[src/rtl/dff_sync_reset.sv]
// Parameterised D register with write enable, synchronous active-high reset and a written-data flag.
// Optional registered even-parity output q_par when DFF_PARITY_EN is defined.
module dff_sync_reset #(
  parameter int               WIDTH       = 8,
  parameter logic [WIDTH-1:0] RESET_VALUE = '0
) (
  input  logic             clk,
  input  logic             rst,
  input  logic             wr_en,
  input  logic [WIDTH-1:0] d,
  output logic [WIDTH-1:0] q,
  output logic             q_vld
`ifdef DFF_PARITY_EN
  ,
  output logic             q_par
`endif
);

  // Reset outranks write; with neither, everything holds.
  always_ff @(posedge clk) begin
    if (rst) begin
      q     <= RESET_VALUE;
      q_vld <= 1'b0;
    end else if (wr_en) begin
      q     <= d;
      q_vld <= 1'b1;
    end
  end

`ifdef DFF_PARITY_EN
  // Parity is computed from the incoming value so it lands on the same edge as q.
  always_ff @(posedge clk) begin
    if (rst) begin
      q_par <= ^RESET_VALUE;
    end else if (wr_en) begin
      q_par <= ^d;
    end
  end
`endif

endmodule

[config.mk]
export PLATFORM = sky130hd
export DESIGN_NAME = dff_sync_reset
export DESIGN_NICKNAME = d
export VERILOG_FILES = /design/src/rtl/dff_sync_reset.sv
export SDC_FILE = /design/constraint.sdc
export NUM_CORES = 1
export LEC_CHECK = 0
export CAP_MARGIN = 20
export CORE_AREA = 2 2 39 41
export CTS_CLUSTER_SIZE = 8
export DETAILED_ROUTE_END_ITERATION = 16
export DIE_AREA = 0 0 41 43
export SLEW_MARGIN = 20
export SYNTH_ARGS = -nofsm -noshare
export SYNTH_HDL_FRONTEND = slang
export SYNTH_SLANG_ARGS = --single-unit
[constraint.sdc]
create_clock -name clk -period 0.8 [get_ports clk]
set_input_delay 0.16 -clock clk [delete_from_list [all_inputs] [get_ports clk]]
set_output_delay 0.16 -clock clk [all_outputs]
set_load 0.02 [all_outputs]
Word level (Yosys, flattened, before mapping)
Index checks and enable logic that the tools add are counted.
{"block": "word_totals", "register_bits": 9, "word_cells": 2}

Logic depth before layout (Yosys ltp)
{"block": "depth", "depth_word": 0, "ltp_mapped": 3, "depth_no_buf": 2}

Worst setup path after synthesis
Ideal clock, no wire load.
{"block": "synth_timing", "path_type": "reg2reg", "from": "reg q[0] (netlist name)", "to": "reg q[0]", "setup_ps": 126, "arrival_time_ps": 527, "t_required_ps": 674, "setup_slack_ps": 147, "path_stages_with_launch": 3, "n_path_buf": 0, "path_cell_list": "dfxtp_1 > mux2i_1 > nor2_1"}
{"element": "end signal, assigned", "line_no": "22", "text": "q <= RESET_VALUE;"}
{"element": "end signal, assigned", "line_no": "25", "text": "q <= d;"}
{"element": "end, declared", "line_no": "11", "text": "output logic [WIDTH-1:0] q,"}

Final worst setup path
{"block": "layout_timing", "from": "reg q[7]", "to": "out q[7]"}
No word-level cell between the ends.

==> impl_results.md <==
* Yosys warnings at 0
* Top cell family by delay on the critical path: flip-flops
* Core ar. at 1380 um2
* Post-synthesis net count at 40
* Post-Synthesis Cell Area at 313 um2
* GRT Overall Usage at 8.26%
* Yosys reg bits at 9
* PwrDens at 1760 nW/um2
* Via-to-Cell Ratio at 3.90
* Die W at 41 um
* I/O pin cnt at 20
* Most frequent cells in the layout: buf_6 (11), nor2_1 (10), clkdlybuf4s50_1 (9), dfxtp_2 (9), mux2i_1 (8)
* Share of layout cells above drive strength 1 at 47.3%
* Clk_lat worst skew at 0.25 ns
* Clk pin slew, worst setup/hold paths at 0.06 ns
* Top cells by area, synth: dfxtp_1 (58%), mux2i_1 (26%), nor2_1 (12%)
* Fmax at 1.17 GHz
* Crit path time final at 0.857 ns
* Crit-path max FO at 2
* Antenna violations before repair at 0
* Vias at 277
* Initial DRC count at 4
* Yosys top cell by area: dfxtp_1
* TritonCTS Buffers at 3
* Least-Margin Pin Slew at 0.140 ns
* Worst Path Arrival at 0.70 ns
* Root Driver: clkbuf_4
* Final net count at 67
* CP cell instances: buf_6
* Worst slack at placement at -0.362 ns
* Layout area overhead at 92.0%
* HPWL after DPL at 494 um
* Max Slew Vio Count at 0
* Hold WC Path Type: in2reg
* Syn avg cell area at 10.8 um2
* Final setup vio count at 9
* Failing checks: negative setup slack
* Period Utilization, post-route at 107%
* RSZ-0062 raised after global routing: true
* H-tree levels at 1
* Number of remaining DRC errors at 0
* Clock Skew at 0 ns
* Vias in the first global route at 241
* Worst slew margin relative to its limit at 90.4%
* Buf+Inv Stages, Crit Path at 1
* Number of clock sinks at 9
* Netlist cell types at 5
* Crit-path max cell delay at 0.34 ns
* Pin count of the biggest net entering global routing at 6
* TritonCTS clock tree: built
* Critical path capture point type: output pin
* Critical Path Start Type: register
* Clock Path Buffers at 2
* Total of max-cap violations at 0
* PortBufs at 19
* Cell leakage power at 0.280 nW
* Share of the synthesized area in the top cell type at 57.6%
* Hold_ws at 0.440 ns
* Routability Congestion at 0.530
* Max stage delay cell, worst path: dfxtp_2
* Post-CTS setup buffer count at 0
* Cell Rows at 14
* Setup CP Type: reg2out
* Full die area at 1760 um2
* Most common cell after layout, fill and taps aside: buf_6
* First-pass GRT wire length at 966 um
* Die Y at 43 um
* Ant diodes at 0
* Final hold viol count at 0
* ANT nets after route at 0
* First drt pass iteration count at 2
* Hold_buf cts at 0
* Status: finished with violations
* Register area share after synthesis at 57.6%
* Initial core utilization at 22.6%
* Setup ws final at -0.0572 ns
* Worst path required time at 0.64 ns
* WL per Instance at 8.70 um
* Final WL at 618 um
* Mapped Cells at 29
* Gr ovfl total at 0
* Peak VDD IR at 0.759 mV
## repair_timing
action                                  in CTS  in global routing
resized for setup                           66                  0
endpoints found under the setup margin      17                  9
cloned                                       0                  0
hold endpoints to repair                     0                  0
## report_power, final
group / internal [W] / total, W / switching [W]
Sequential: 0.000481 / 0.000499 / 0.0000173
Combinational: 0.000133 / 0.000216 / 0.0000826
Clock: 0.000192 / 0.000340 / 0.000148
## synthesized netlist by cell type
master	instances
buf_6	1
nor2_1	10
clkbuf_1	1
mux2i_1	8
dfxtp_1	9
## metal layers
layer | track usage, % | up-vias | part of all wire (%)
li1 | - | 146 | -
met1 | 11.7 | 120 | 47
met2 | 9.38 | 11 | 44
met3 | 3.66 | 0 | 9.2
met4 | 6.00 | 0 | 0
met5 | 0 | - | 0
## state kept, by name, summed over array words and instances, names as in the netlist
name   count
q          8
q_vld      1
## per-stage QoR
| step | setup TNS (ns) | power (W) | cells | utilization [%] | instance area, um2 |
|---|---|---|---|---|---|
| after CTS | -0.585 | 0.00107 | 71 | 43.4 | 601 |
| after floorplan | 0 | 0.000586 | 29 | - | 313 |
| after detailed placement | -5.33 | 0.000708 | 67 | 39.4 | 546 |
| after global routing | -0.711 | 0.00111 | 71 | 43.4 | 601 |
| final | -0.485 | 0.00105 | 71 | 43.4 | 601 |
| after global placement | -5.32 | 0.000708 | 67 | 39.4 | 546 |
## path summary, 6_finish.rpt
| path | slack (ns) | start | to | cells past startpoint |
|---|---|---|---|---|
| max | -0.06 | q[7]$_SDFFE_PP0P_ | q[7] | 1 |
| min | 0.44 | wr_en | q_vld$_SDFFE_PP0P_ | 4 |
| max reg2reg | 0.08 | q[6]$_SDFFE_PP0P_ | q[6]$_SDFFE_PP0P_ | 3 |
| min reg2reg | 0.47 | q_vld$_SDFFE_PP0P_ | q_vld$_SDFFE_PP0P_ | 2 |
## cell families after synthesis
| kind of cell | after synthesis | synth area share, % |
|---|---|---|
| buffers and inverters | 2 | 4.80 |
| flip-flops | 9 | 57.6 |
| multiplexers | 8 | 25.6 |
| AND/OR/NAND/NOR | 10 | 12.0 |
## area by class of cell
type                    count  area, um2
repair buffers             24        245
flip-flops and latches      9        191
clock buffers               4       26.3
multi-input cells          18        118
well taps                  16       20.0
fillers                   147        783
No activity file was read; power rests on OpenSTA's default activity.
